`src/rtl/div_unit_pkg.sv`:
```
// Shared encodings for the EX-stage divider and the pipeline controller.
package div_unit_pkg;

    // Divider FSM states.
    typedef enum logic [1:0] {
        DIV_FREE    = 2'b00,
        DIV_BY_ZERO = 2'b01,
        DIV_ON      = 2'b10,
        DIV_END     = 2'b11
    } div_state_e;

    // Result-ready flag values.
    localparam logic DIV_RESULT_READY     = 1'b1;
    localparam logic DIV_RESULT_NOT_READY = 1'b0;

    // Start-request values as driven by EX.
    localparam logic DIV_START = 1'b1;
    localparam logic DIV_STOP  = 1'b0;

    // Stall request values understood by the controller.
    localparam logic STOP   = 1'b1;
    localparam logic NOSTOP = 1'b0;

endpackage

```
`src/rtl/div_unit.sv`:
```
// Multi-cycle restoring divider for DIV/DIVU. One quotient bit per cycle,
// signed operands handled as magnitudes with a sign fix-up at the end.
// Result layout is {remainder, quotient}.
//
// Handshake: EX raises start_i and holds it (with stable operands in the
// sampling cycle) until it sees ready_o. ready_o stays high, with result_o
// stable, for as long as start_i stays high; dropping start_i returns the
// unit to idle on the next edge. stall_req_o is high while a request is
// pending and no result is ready. annul_i aborts whatever is in progress.
module div_unit
    import div_unit_pkg::*;
#(
    parameter int WIDTH = 32
) (
    input  logic               clk,
    input  logic               rst,
    input  logic               start_i,
    input  logic               signed_i,
    input  logic [WIDTH-1:0]   opdata1_i,
    input  logic [WIDTH-1:0]   opdata2_i,
    input  logic               annul_i,
    output logic [2*WIDTH-1:0] result_o,
    output logic               ready_o,
    output logic               stall_req_o
);

    localparam int CNT_W = $clog2(WIDTH + 1);
    localparam logic [CNT_W-1:0] CNT_LAST = CNT_W'(WIDTH);
    localparam logic [CNT_W-1:0] CNT_ONE  = CNT_W'(1);

    div_state_e          state_q, state_d;
    logic [CNT_W-1:0]    cnt_q;
    logic [2*WIDTH:0]    dividend_q;   // {partial remainder, dividend/quotient bits, next bit}
    logic [WIDTH-1:0]    divisor_q;
    logic                quo_neg_q;
    logic                rem_neg_q;
    logic [2*WIDTH-1:0]  result_q;

    logic                start_ok;
    logic                divisor_zero;
    logic                op1_neg;
    logic                op2_neg;
    logic [WIDTH-1:0]    op1_mag;
    logic [WIDTH-1:0]    op2_mag;
    logic [WIDTH:0]      diff;
    logic [2*WIDTH:0]    step_next;
    logic [WIDTH-1:0]    quo_fix;
    logic [WIDTH-1:0]    rem_fix;

    // Operand conditioning and one restoring subtract-shift step.
    always_comb begin
        start_ok     = start_i && !annul_i;
        divisor_zero = (opdata2_i == '0);
        op1_neg      = signed_i && opdata1_i[WIDTH-1];
        op2_neg      = signed_i && opdata2_i[WIDTH-1];
        op1_mag      = op1_neg ? (-opdata1_i) : opdata1_i;
        op2_mag      = op2_neg ? (-opdata2_i) : opdata2_i;
        diff         = dividend_q[2*WIDTH:WIDTH] - {1'b0, divisor_q};
        if (diff[WIDTH]) begin
            step_next = {dividend_q[2*WIDTH-1:0], 1'b0};
        end else begin
            step_next = {diff[WIDTH-1:0], dividend_q[WIDTH-1:0], 1'b1};
        end
        quo_fix = quo_neg_q ? (-dividend_q[WIDTH-1:0]) : dividend_q[WIDTH-1:0];
        rem_fix = rem_neg_q ? (-dividend_q[2*WIDTH:WIDTH+1]) : dividend_q[2*WIDTH:WIDTH+1];
    end

    // FSM state register.
    always_ff @(posedge clk) begin
        if (rst) begin
            state_q <= DIV_FREE;
        end else begin
            state_q <= state_d;
        end
    end

    // FSM next-state logic; annul always returns to idle.
    always_comb begin
        state_d = state_q;
        case (state_q)
            DIV_FREE: begin
                if (start_ok) begin
                    state_d = divisor_zero ? DIV_BY_ZERO : DIV_ON;
                end
            end
            DIV_BY_ZERO: begin
                state_d = annul_i ? DIV_FREE : DIV_END;
            end
            DIV_ON: begin
                if (annul_i) begin
                    state_d = DIV_FREE;
                end else if (cnt_q == CNT_LAST) begin
                    state_d = DIV_END;
                end
            end
            DIV_END: begin
                if (annul_i || (start_i == DIV_STOP)) begin
                    state_d = DIV_FREE;
                end
            end
            default: state_d = DIV_FREE;
        endcase
    end

    // FSM outputs: ready while holding a result, stall while waiting for one.
    always_comb begin
        ready_o     = (state_q == DIV_END) ? DIV_RESULT_READY : DIV_RESULT_NOT_READY;
        stall_req_o = (start_i && (state_q != DIV_END)) ? STOP : NOSTOP;
        result_o    = result_q;
    end

    // Datapath: operand latch, iteration, sign fix-up and result hold.
    always_ff @(posedge clk) begin
        if (rst) begin
            cnt_q      <= '0;
            dividend_q <= '0;
            divisor_q  <= '0;
            quo_neg_q  <= 1'b0;
            rem_neg_q  <= 1'b0;
            result_q   <= '0;
        end else begin
            case (state_q)
                DIV_FREE: begin
                    result_q <= '0;
                    cnt_q    <= '0;
                    if (start_ok && !divisor_zero) begin
                        dividend_q <= {{WIDTH{1'b0}}, op1_mag, 1'b0};
                        divisor_q  <= op2_mag;
                        quo_neg_q  <= op1_neg ^ op2_neg;
                        rem_neg_q  <= op1_neg;
                    end
                end
                DIV_BY_ZERO: begin
                    dividend_q <= '0;
                    result_q   <= '0;
                end
                DIV_ON: begin
                    if (annul_i) begin
                        cnt_q    <= '0;
                        result_q <= '0;
                    end else if (cnt_q != CNT_LAST) begin
                        dividend_q <= step_next;
                        cnt_q      <= cnt_q + CNT_ONE;
                    end else begin
                        result_q <= {rem_fix, quo_fix};
                        cnt_q    <= '0;
                    end
                end
                DIV_END: begin
                    if (annul_i || (start_i == DIV_STOP)) begin
                        result_q <= '0;
                    end
                end
                default: result_q <= '0;
            endcase
        end
    end

endmodule

```
`config.mk`:
```
export PLATFORM = sky130hd
export DESIGN_NAME = div_unit
export DESIGN_NICKNAME = d
export VERILOG_FILES = /design/src/rtl/div_unit_pkg.sv /design/src/rtl/div_unit.sv
export SDC_FILE = /design/constraint.sdc
export NUM_CORES = 1
export LEC_CHECK = 0
export BUFFER_PORTS_ARGS = -buffer_cell sky130_fd_sc_hd__buf_4
export CORE_UTILIZATION = 55
export CTS_BUF_LIST = sky130_fd_sc_hd__clkbuf_2 sky130_fd_sc_hd__clkbuf_4 sky130_fd_sc_hd__clkbuf_8
export CTS_CLUSTER_DIAMETER = 80
export DETAILED_ROUTE_END_ITERATION = 6
export HOLD_SLACK_MARGIN = 0.02
export PLACE_DENSITY = 0.79
export SLEW_MARGIN = 0
export SYNTH_ARGS = -nofsm -noshare
export SYNTH_HDL_FRONTEND = slang
export SYNTH_SLANG_ARGS = --single-unit
```
`constraint.sdc`:
```
create_clock -name clk -period 2.95 [get_ports clk]
set_input_delay 0.4425 -clock clk [delete_from_list [all_inputs] [get_ports clk]]
set_output_delay 0.4425 -clock clk [all_outputs]
set_load 0.01 [all_outputs]
```
==> results.py, run 1 <==
metrics = {
    "timing": {
        "min_period_ps": 2960,
        "skew_ps": 8.53,
        "fin_crit_sh": 1.00,
        "setup_viol": 1,
        "fmaxAchievable_mhz": 338,
        "report.final.slew_viol_count": 0,
        "rsz0062_at_grt": "true",
        "slew_headroom": 0.426,
        "hold_violations": 0,
        "setup_ws_ps": -5.28,
        "setup_tns_ps": -5.28,
        "whs_ps": 271,
        "tightestPinTransition_ps": 861,
    },
    "logic_synthesis": {
        "async_reset_ff_frac": 0,
        "synth_area_mm2": 0.0109,
        "yosysTopAreaCell": "dfxtp_1",
        "yosys-top-cells-count": "dfxtp_1 (171), nor2_1 (166), nand2_1 (129)",
        "synth_top_area_frac": 0.313,
        "yosysMostFrequentCell": "dfxtp_1",
        "ys_seq_area_frac": 0.313,
        "ys_ff_latch": 171,
        "synth.distinct_cells": 73,
        "synth_edf_count": 0,
        "yosys_warnings": 0,
        "synth-main-ff-cell": "dfxtp_1",
        "syn-num-nets": 1526,
        "yosys-top-cells-area": "dfxtp_1 (31%), xnor2_1 (8.6%), nor2_1 (5.7%)",
        "synth_area_per_cell_um2": 7.73,
        "syn_inst": 1414,
    },
    "worst_setup_path": {
        "r2r.worst_path.cells": 9,
        "crit_fanout": 4,
        "worstReg2RegEnd": "result_o[58]$_SDFFE_PP0P_",
        "r2r-start": "dividend_q[35]$_SDFFE_PP0P_",
        "reg2reg_setup_slack_ps": -5,
        "start_kind": "flop",
        "crit_type": "reg2reg",
        "cp-end-kind": "flop",
        "crit_required_ps": 3360,
        "worstPathArrival_ps": 3360,
    },
    "power": {
        "power_w": 0.00857,
        "p_leak_nw": 5.58,
        "ir_worst_vdd_mv": 0.425,
        "p_per_area_mw_per_mm2": 639,
    },
    "finish": {
        "seq_area_mm2": 0.00343,
        "antenna_cells": 0,
        "fin_util": 0.690,
        "fin_cells": 1862,
        "drive_above_1_share": 0.212,
        "nets": 1696,
        "area_growth_pct": 22.8,
        "nFillCells": 1619,
        "multi_input_area_mm2": 0.00709,
    },
    "route": {
        "vias": 11000,
        "drcViolationCount": 0,
        "vias_per_cell": 5.93,
        "dr.pass1.iters": 6,
        "drt_iter0_markers": 1043,
        "wl_per_cell_um": 16.6,
        "ant_nets": 0,
        "drt-total-wl_um": 30900,
    },
    "floorplan": {
        "ios": 135,
        "die_w_um": 143,
        "die_area_mm2": 0.0204,
        "start_util": 0.561,
        "die_h_um": 143,
        "fp-row-count": 51,
        "core_area_mm2": 0.0195,
    },
    "grt": {
        "grt_antenna_before_repair": 0,
        "grt_pass1_vias": 9795,
        "grtUsageTotal": 0.303,
        "grt-ovfl-total": 0,
        "grt_pass1_wl_um": 49200,
        "grt_max_degree": 83,
    },
    "placed_design": {
        "dp_cells": 1826,
        "routabilityCongestion": 0.963,
        "hpwlAfterDp_um": 23100,
        "io_buffers": 134,
    },
    "clocking": {
        "cts_tree": "built",
        "cts_root_buf": "clkbuf_8",
        "clk_pin_slew_ps": 90,
        "htree_levels": 4,
        "clockBufferDepth": 2,
        "numCtsBuffers": 17,
        "clkSinkCount": 171,
        "clock_latency_ps": 470,
    },
    "min_path": {
        "hold_depth": 3,
        "hp-start": "opdata2_i[31]",
        "min_path_type": "in2reg",
        "min_to": "divisor_q[31]$_SDFFE_PP0P_",
    },
    "status": {
        "violations": "setup timing",
        "outcome": "finished, violations left",
    },
    "run": {
        "maxCapViolCount": 0,
    },
}
layout by cell type (no fill, tap or decap), types with 14 or more instances in the layout:
master    count
a211oi_1     29
a21oi_1      85
a221oi_1     18
a22oi_1      48
buf_4       239
clkbuf_8     17
dfxtp_1     167
ha_1         40
inv_1        60
nand2_1     128
nand3_1      90
nor2_1      165
nor3_1       34
o21ai_0      42
o31ai_1      29
o41ai_1      14
or3_1        14
or4_1        17
xnor2_1     104
xor2_1       38
state kept, by name, indices dropped and copies added (netlist names):
| name | cells |
|---|---|
| state_q | 2 |
| result_o | 64 |
| dividend_q | 65 |
| cnt_q | 6 |
| rem_neg_q | 1 |
| quo_neg_q | 1 |
| divisor_q | 32 |
kinds of logic (layout without fill, tap and decap cells):
group,Yosys count,in the layout,synth area share
flops,171,171,0.313
buf+inv,157,340,0.0560
compound gates,373,373,0.236
fa+ha+maj,43,43,0.0499
simple gates,518,518,0.223
xor+xnor,146,146,0.117
mux,6,6,0.00561
per-layer routing:
layer	wire length, um	vias up	track usage
li1	-	5418	-
met1	15000	5164	0.452
met2	13100	426	0.440
met3	2430	32	0.0520
met4	365	0	0.0843
met5	0	-	0
critical path: stages (launching register included):
cell,delay (ps)
dfxtp_4,360
or3_4,390
or3b_4,410
or3_4,390
or2_4,250
or4_4,460
o31ai_4,230
xnor2_2,160
nand3_2,110
a21oi_2,130
stage by stage:
step	setup WS, ps	cell area (um^2)
6_report	-5.28	13400
5_1_grt	-72.5	13400
4_1_cts	-2.09	13300
3_5_place_dp	-150	12800
3_3_place_gp	-51.8	12800
2_1_floorplan	30.8	11000
worst max-delay path by stage:
| stage | start | endpoint | slack (ps) | depth (start not counted) |
|---|---|---|---|---|
| 2_1_floorplan | dividend_q[32]$_SDFFE_PP0P_ | dividend_q[43]$_SDFFE_PP0P_ | 30 | 12 |
| 3_3_place_gp | dividend_q[32]$_SDFFE_PP0P_ | dividend_q[43]$_SDFFE_PP0P_ | -50 | 12 |
| 3_5_place_dp | dividend_q[32]$_SDFFE_PP0P_ | dividend_q[57]$_SDFFE_PP0P_ | -150 | 13 |
| 4_1_cts | dividend_q[32]$_SDFFE_PP0P_ | dividend_q[43]$_SDFFE_PP0P_ | -2 | 12 |
| 5_1_grt | dividend_q[35]$_SDFFE_PP0P_ | result_o[59]$_SDFFE_PP0P_ | -70 | 9 |
| 6_report | dividend_q[35]$_SDFFE_PP0P_ | result_o[58]$_SDFFE_PP0P_ | -5 | 9 |
power breakdown:
group	total [W]	switching, W	internal [W]
clock	0.00171	0.000917	0.000791
sequential	0.00301	0.000392	0.00262
combinational	0.00385	0.00228	0.00158
cell type report:
cell class / count / area share
multi-input combinational: 1086 / 0.529
sequential: 171 / 0.256
timing repair buffer: 246 / 0.144
tap: 265 / 0.0247
clock buffer: 20 / 0.0191
inverter: 62 / 0.0173
clock inverter: 12 / 0.0106
what timing repair did:
| item | in CTS | in global routing |
|---|---|---|
| buffers inserted | 0 | 4 |
| resized for setup | 5 | 32 |
| pin swaps | 3 | 7 |
| hold buffers | 0 | 0 |
| setup endpoints to repair | 34 | 39 |
(Power assumes the default switching activity.)
==> run 2: changes to the inputs <==
REMOVE_ABC_BUFFERS = 1   (was default)
==> run 2 against run 1 <==
Effect of this change: clock-buffer cell count is the same; cell count grew 2.6%; first-iteration DRC count shrank 27%; critical path depth grew 1; global-route usage grew 0.38 points; power grew 1.7%; setup slack lost 62 ps; non-clock buffer count grew 48; the flow still finishes with violations (setup timing); fmax shrank 2.1%; register-to-register slack lost 60 ps; combinational power grew 4%.
==> results.py, run 2 (synthesized netlist as in run 1, its figures left out) <==
metrics = {
    "worst_setup_path": {
        "critPathSlowestCell": "or4_4",
        "crit_type": "reg2reg",
        "critPathLaunch": "dividend_q[36]$_SDFFE_PP0P_",
        "cpPeakStageDelay_ps": 530,
        "cp_num_buf_inv": 1,
        "cp-end-kind": "flop",
        "crit_required_ps": 3350,
        "worstPathArrival_ps": 3420,
        "r2r-start": "dividend_q[36]$_SDFFE_PP0P_",
        "path_cells": "buf_6 -> or3_4 -> or3b_4 -> or3_4 -> or2_4 -> or4_4 -> o31ai_4 -> xnor2_2 -> nand3_2 -> a21oi_2",
        "crit_fanout": 3,
        "reg2reg_setup_slack_ps": -70,
        "path_delay_family": "simple AND/OR/NAND/NOR gates",
        "crit_path_frequent_cell": "or3_4",
        "start_kind": "flop",
    },
    "finish": {
        "nFillCells": 1573,
        "final_cell_mix": "buf_4 (282), dfxtp_1 (168), nor2_1 (164), nand2_1 (124), xnor2_1 (104)",
        "top_register": "dividend_q",
        "fin_util": 0.714,
        "largest_reg_flops": 65,
        "antenna_cells": 0,
        "area_growth_pct": 27.3,
        "final_common_cell": "buf_4",
        "nets": 1744,
        "drive_above_1_share": 0.242,
    },
    "placed_design": {
        "pre_cts_ws_ps": -229,
        "routabilityCongestion": 0.899,
        "io_buffers": 134,
        "hpwlAfterDp_um": 23400,
    },
    "clocking": {
        "clockBufferDepth": 2,
        "cts_tree": "built",
        "numCtsBuffers": 17,
        "clkSinkCount": 171,
        "clk_pin_slew_ps": 90,
        "htree_levels": 4,
        "clock_latency_ps": 470,
        "cts_root_buf": "clkbuf_8",
    },
    "timing": {
        "fmaxAchievable_mhz": 331,
        "setup_viol": 3,
        "setup_ws_ps": -67.3,
        "skew_ps": 9.05,
        "whs_ps": 284,
        "tightestPinTransition_ps": 920,
        "setup_tns_ps": -112,
        "min_period_ps": 3020,
        "fin_crit_sh": 1.02,
        "slew_headroom": 0.386,
        "hold_violations": 0,
        "report.final.slew_viol_count": 0,
        "rsz0062_at_grt": "true",
    },
    "power": {
        "ir_worst_vdd_mv": 0.396,
        "switching_share": 0.407,
        "p_per_area_mw_per_mm2": 627,
        "seq_power_share": 0.344,
        "p_clk_frac": 0.198,
        "power_frac_comb": 0.459,
        "p_sw_w": 0.00354,
        "power_w": 0.00871,
        "p_int_w": 0.00517,
        "p_leak_nw": 5.89,
    },
    "route": {
        "drcViolationCount": 0,
        "wl_per_cell_um": 16.6,
        "drt-total-wl_um": 31800,
        "drt_iter0_markers": 757,
        "vias_per_cell": 5.98,
        "dr.pass1.iters": 6,
        "vias": 11400,
        "ant_nets": 0,
    },
    "grt": {
        "grtUsageTotal": 0.306,
        "grt-ovfl-total": 0,
        "grt_max_degree": 69,
        "grt_pass1_vias": 10400,
        "grt_antenna_before_repair": 0,
        "grt_pass1_wl_um": 50200,
    },
    "floorplan": {
        "core_area_mm2": 0.0195,
        "fp-row-count": 51,
        "ios": 135,
        "start_util": 0.561,
        "die_area_mm2": 0.0204,
        "die_h_um": 143,
        "die_w_um": 143,
    },
    "status": {
        "outcome": "finished, violations left",
        "violations": "setup timing",
    },
    "min_path": {
        "hp-start": "opdata2_i[27]",
        "min_path_type": "in2reg",
    },
    "run": {
        "maxCapViolCount": 0,
    },
}
## run 2: cell types whose count changed in the layout (fill, tap and decap cells not counted), sizes merged
cell | before | now
inv | 64 | 67
clkinv | 5 | 4
clkbuf | 20 | 21
buf | 246 | 293
clkinvlp | 3 | 1
## run 2: path summary, 6_finish.rpt
kind | end | cells after the start
setup / recovery | result_o[58]$_SDFFE_PP0P_ | 10
hold reg to reg | divisor_q[16]$_SDFFE_PP0P_ | 2
setup reg to reg | result_o[58]$_SDFFE_PP0P_ | 10
hold / removal | divisor_q[27]$_SDFFE_PP0P_ | 3
## run 2: routing by layer
metal	GRT usage	vias up	part of all wire
met5	0	-	0
met4	0.131	0	0.031
met1	0.390	5318	0.42
li1	-	5526	-
met2	0.517	494	0.48
met3	0.0412	79	0.066
## run 2: worst min-delay path, stage by stage
cell	delay [ps]
buf_4	90
xnor2_1	110
a211oi_1	60
## run 2: repair_timing
action	4_1_cts	5_1_grt
setup endpoints to repair	39	44
gates cloned	1	0
gates resized for setup	19	42
setup buffers	7	4
pin swaps	6	19
hold buffers	0	0
## run 2: area by class of cell
| class | instances | area [um^2] | share of cell area |
|---|---|---|---|
| Sequential cell | 171 | 3430 | 0.246 |
| Clock buffer | 20 | 275 | 0.0198 |
| Clock inverter | 12 | 135 | 0.00972 |
| Timing Repair Buffer | 294 | 2340 | 0.168 |
| Tap cell | 265 | 332 | 0.0238 |
| Multi-Input combinational cell | 1086 | 7160 | 0.515 |
| Inverter | 62 | 233 | 0.0167 |
## run 2: power by group through the flow
| stage | sequential, W | combinational [W] | clock (W) |
|---|---|---|---|
| after floorplan | 0.00295 | 0.00238 | 0 |
| after global placement | 0.00301 | 0.00361 | 0 |
| after detailed placement | 0.00303 | 0.00369 | 0 |
| after CTS | 0.00298 | 0.00380 | 0.00174 |
| after global routing | 0.00303 | 0.00436 | 0.00184 |
| final | 0.00300 | 0.00400 | 0.00172 |
## run 2: metrics by stage
stage / instance area [um^2] / cells
2_1_floorplan: 10500 / 1319
3_3_place_gp: 13100 / 1867
3_5_place_dp: 13100 / 1867
4_1_cts: 13700 / 1907
5_1_grt: 13900 / 1910
6_report: 13900 / 1910
==> run 3: changes to the inputs <==
SKIP_LAST_GASP = 1   (was default)
==> run 3 against run 2 <==
Effect of this change: the flow still finishes with violations (setup timing); wire length up 0.31%; via count shrank 0.13%; first-iteration DRC count grew 2.4%; clock skew hardly changed; fmax barely moved; combinational power hardly changed; sequential power is essentially flat; hold slack improved by 1.3 ps; utilization fell by 0.084 points; non-clock buffer count is the same; setup slack is essentially flat; critical path type unchanged; largest cell class unchanged; highest routed layer unchanged.
==> results.py, run 3 (synthesized netlist as in run 1, its figures left out) <==
metrics = {
    "grt": {
        "grt_antenna_before_repair": 0,
        "grtUsageTotal": 0.306,
        "grt-ovfl-total": 0,
        "grt_pass1_vias": 10400,
        "grt_pass1_wl_um": 50200,
        "grt_max_degree": 69,
    },
    "clocking": {
        "clkSinkCount": 171,
        "clockBufferDepth": 2,
        "cts_tree": "built",
        "htree_levels": 4,
        "cts-hold-fix-buffers": 0,
        "clock_latency_ps": 470,
        "cts_root_buf": "clkbuf_8",
        "numCtsBuffers": 17,
        "clk_pin_slew_ps": 90,
    },
    "worst_setup_path": {
        "worstPathArrival_ps": 3420,
        "path_cells": "buf_6 -> or3_4 -> or3b_4 -> or3_4 -> or2_4 -> or4_4 -> o31ai_4 -> xnor2_2 -> nand3_2 -> a21oi_2",
        "crit_required_ps": 3350,
        "critPathSlowestCell": "or4_4",
        "cp-end-kind": "flop",
        "crit_path_frequent_cell": "or3_4",
        "cpPeakStageDelay_ps": 530,
        "start_kind": "flop",
        "crit_type": "reg2reg",
        "crit_fanout": 3,
    },
    "route": {
        "drt-total-wl_um": 31900,
        "dr.pass1.iters": 5,
        "drt-met1-wl_um": 13600,
        "vias": 11400,
        "drt_iter0_markers": 775,
        "drcViolationCount": 0,
        "dr.max_layer_used": "met4",
        "route.met2.wl_um": 15300,
        "wl_per_cell_um": 16.7,
        "vias_per_cell": 5.97,
        "dr_wl_met3_um": 2040,
        "ant_nets": 0,
    },
    "run": {
        "maxCapViolCount": 0,
    },
    "timing": {
        "fmaxAchievable_mhz": 331,
        "tightestPinTransition_ps": 895,
        "setup_ws_ps": -67.6,
        "fin_crit_sh": 1.02,
        "slew_headroom": 0.403,
        "skew_ps": 9.50,
        "hold_violations": 0,
        "rsz0062_at_grt": "true",
        "min_period_ps": 3020,
        "setup_viol": 3,
        "report.final.slew_viol_count": 0,
    },
    "min_path": {
        "min_path_type": "in2reg",
    },
    "status": {
        "violations": "setup timing",
        "outcome": "finished, violations left",
    },
    "finish": {
        "area_growth_pct": 27.1,
        "antenna_cells": 0,
        "final_cell_mix": "buf_4 (282), dfxtp_1 (168), nor2_1 (164), nand2_1 (126), xnor2_1 (104)",
        "top_register": "dividend_q",
        "largest_reg_flops": 65,
        "fin_cells": 1910,
        "final_common_cell": "buf_4",
        "nets": 1744,
        "drive_above_1_share": 0.240,
        "design_area_mm2": 0.0139,
    },
    "floorplan": {
        "start_util": 0.561,
        "die_h_um": 143,
        "die_area_mm2": 0.0204,
        "ios": 135,
        "core_area_mm2": 0.0195,
        "die_w_um": 143,
        "fp-row-count": 51,
    },
    "power": {
        "p_per_area_mw_per_mm2": 627,
        "ir_worst_vdd_mv": 0.395,
        "p_leak_nw": 5.88,
    },
    "placed_design": {
        "pre_cts_ws_ps": -229,
        "dp_cells": 1867,
        "routabilityCongestion": 0.899,
        "io_buffers": 134,
        "hpwlAfterDp_um": 23400,
        "post_dp_cell_area_mm2": 0.0131,
    },
}
[run 3: path summary, 6_finish.rpt]
path                               startpoint                    endpoint  slack [ps]  cells after the start
setup reg to reg  dividend_q[36]$_SDFFE_PP0P_   result_o[58]$_SDFFE_PP0P_         -70                     10
hold reg to reg    divisor_q[16]$_SDFFE_PP0P_  divisor_q[16]$_SDFFE_PP0P_         460                      2
hold / removal                  opdata2_i[27]  divisor_q[27]$_SDFFE_PP0P_         290                      3
setup / recovery  dividend_q[36]$_SDFFE_PP0P_   result_o[58]$_SDFFE_PP0P_         -70                     10
[run 3: worst max-delay path: cells and delay by family (launching register included)]
family	cells	cell delay, ps
simple gates	6	2040
buf+inv	1	110
compound gates	2	350
flops	1	340
xor+xnor	1	140
[run 3: repair_timing]
| action | 4_1_cts | 5_1_grt |
|---|---|---|
| gates cloned | 1 | 0 |
| setup buffers | 7 | 4 |
| pin swaps | 6 | 17 |
| setup endpoints to repair | 39 | 44 |
| gates resized for setup | 19 | 38 |
[run 3: per-stage QoR]
step,TNS (ps),total power (W),utilization,hold slack [ps]
after global placement,-4180,0.00662,0.675,439
after global routing,-925,0.00923,0.714,299
final,-126,0.00871,0.714,285
after detailed placement,-11410,0.00672,0.675,448
after CTS,-62.6,0.00853,0.703,263
after floorplan,-115820,0.00532,-,426
[run 3: final cells by class]
class / instances / area (um^2)
inverters: 62 / 233
multi-input cells: 1086 / 7150
clock inverters: 12 / 135
clock buffers: 20 / 275
repair buffers: 294 / 2340
flip-flops and latches: 171 / 3430
fillers: 1581 / 5570
well taps: 265 / 332
[run 3: where the power goes]
group	internal [W]	leakage [nW]	switching (W)
Combinational	0.00172	4.27	0.00227
Clock	0.000831	0.211	0.000897
Sequential	0.00262	1.39	0.000377
[run 3: layer usage]
metal / global-route usage / vias to the layer above
li1: - / 5521
met1: 0.390 / 5329
met2: 0.517 / 475
met3: 0.0412 / 77
met4: 0.131 / 0
met5: 0 / -
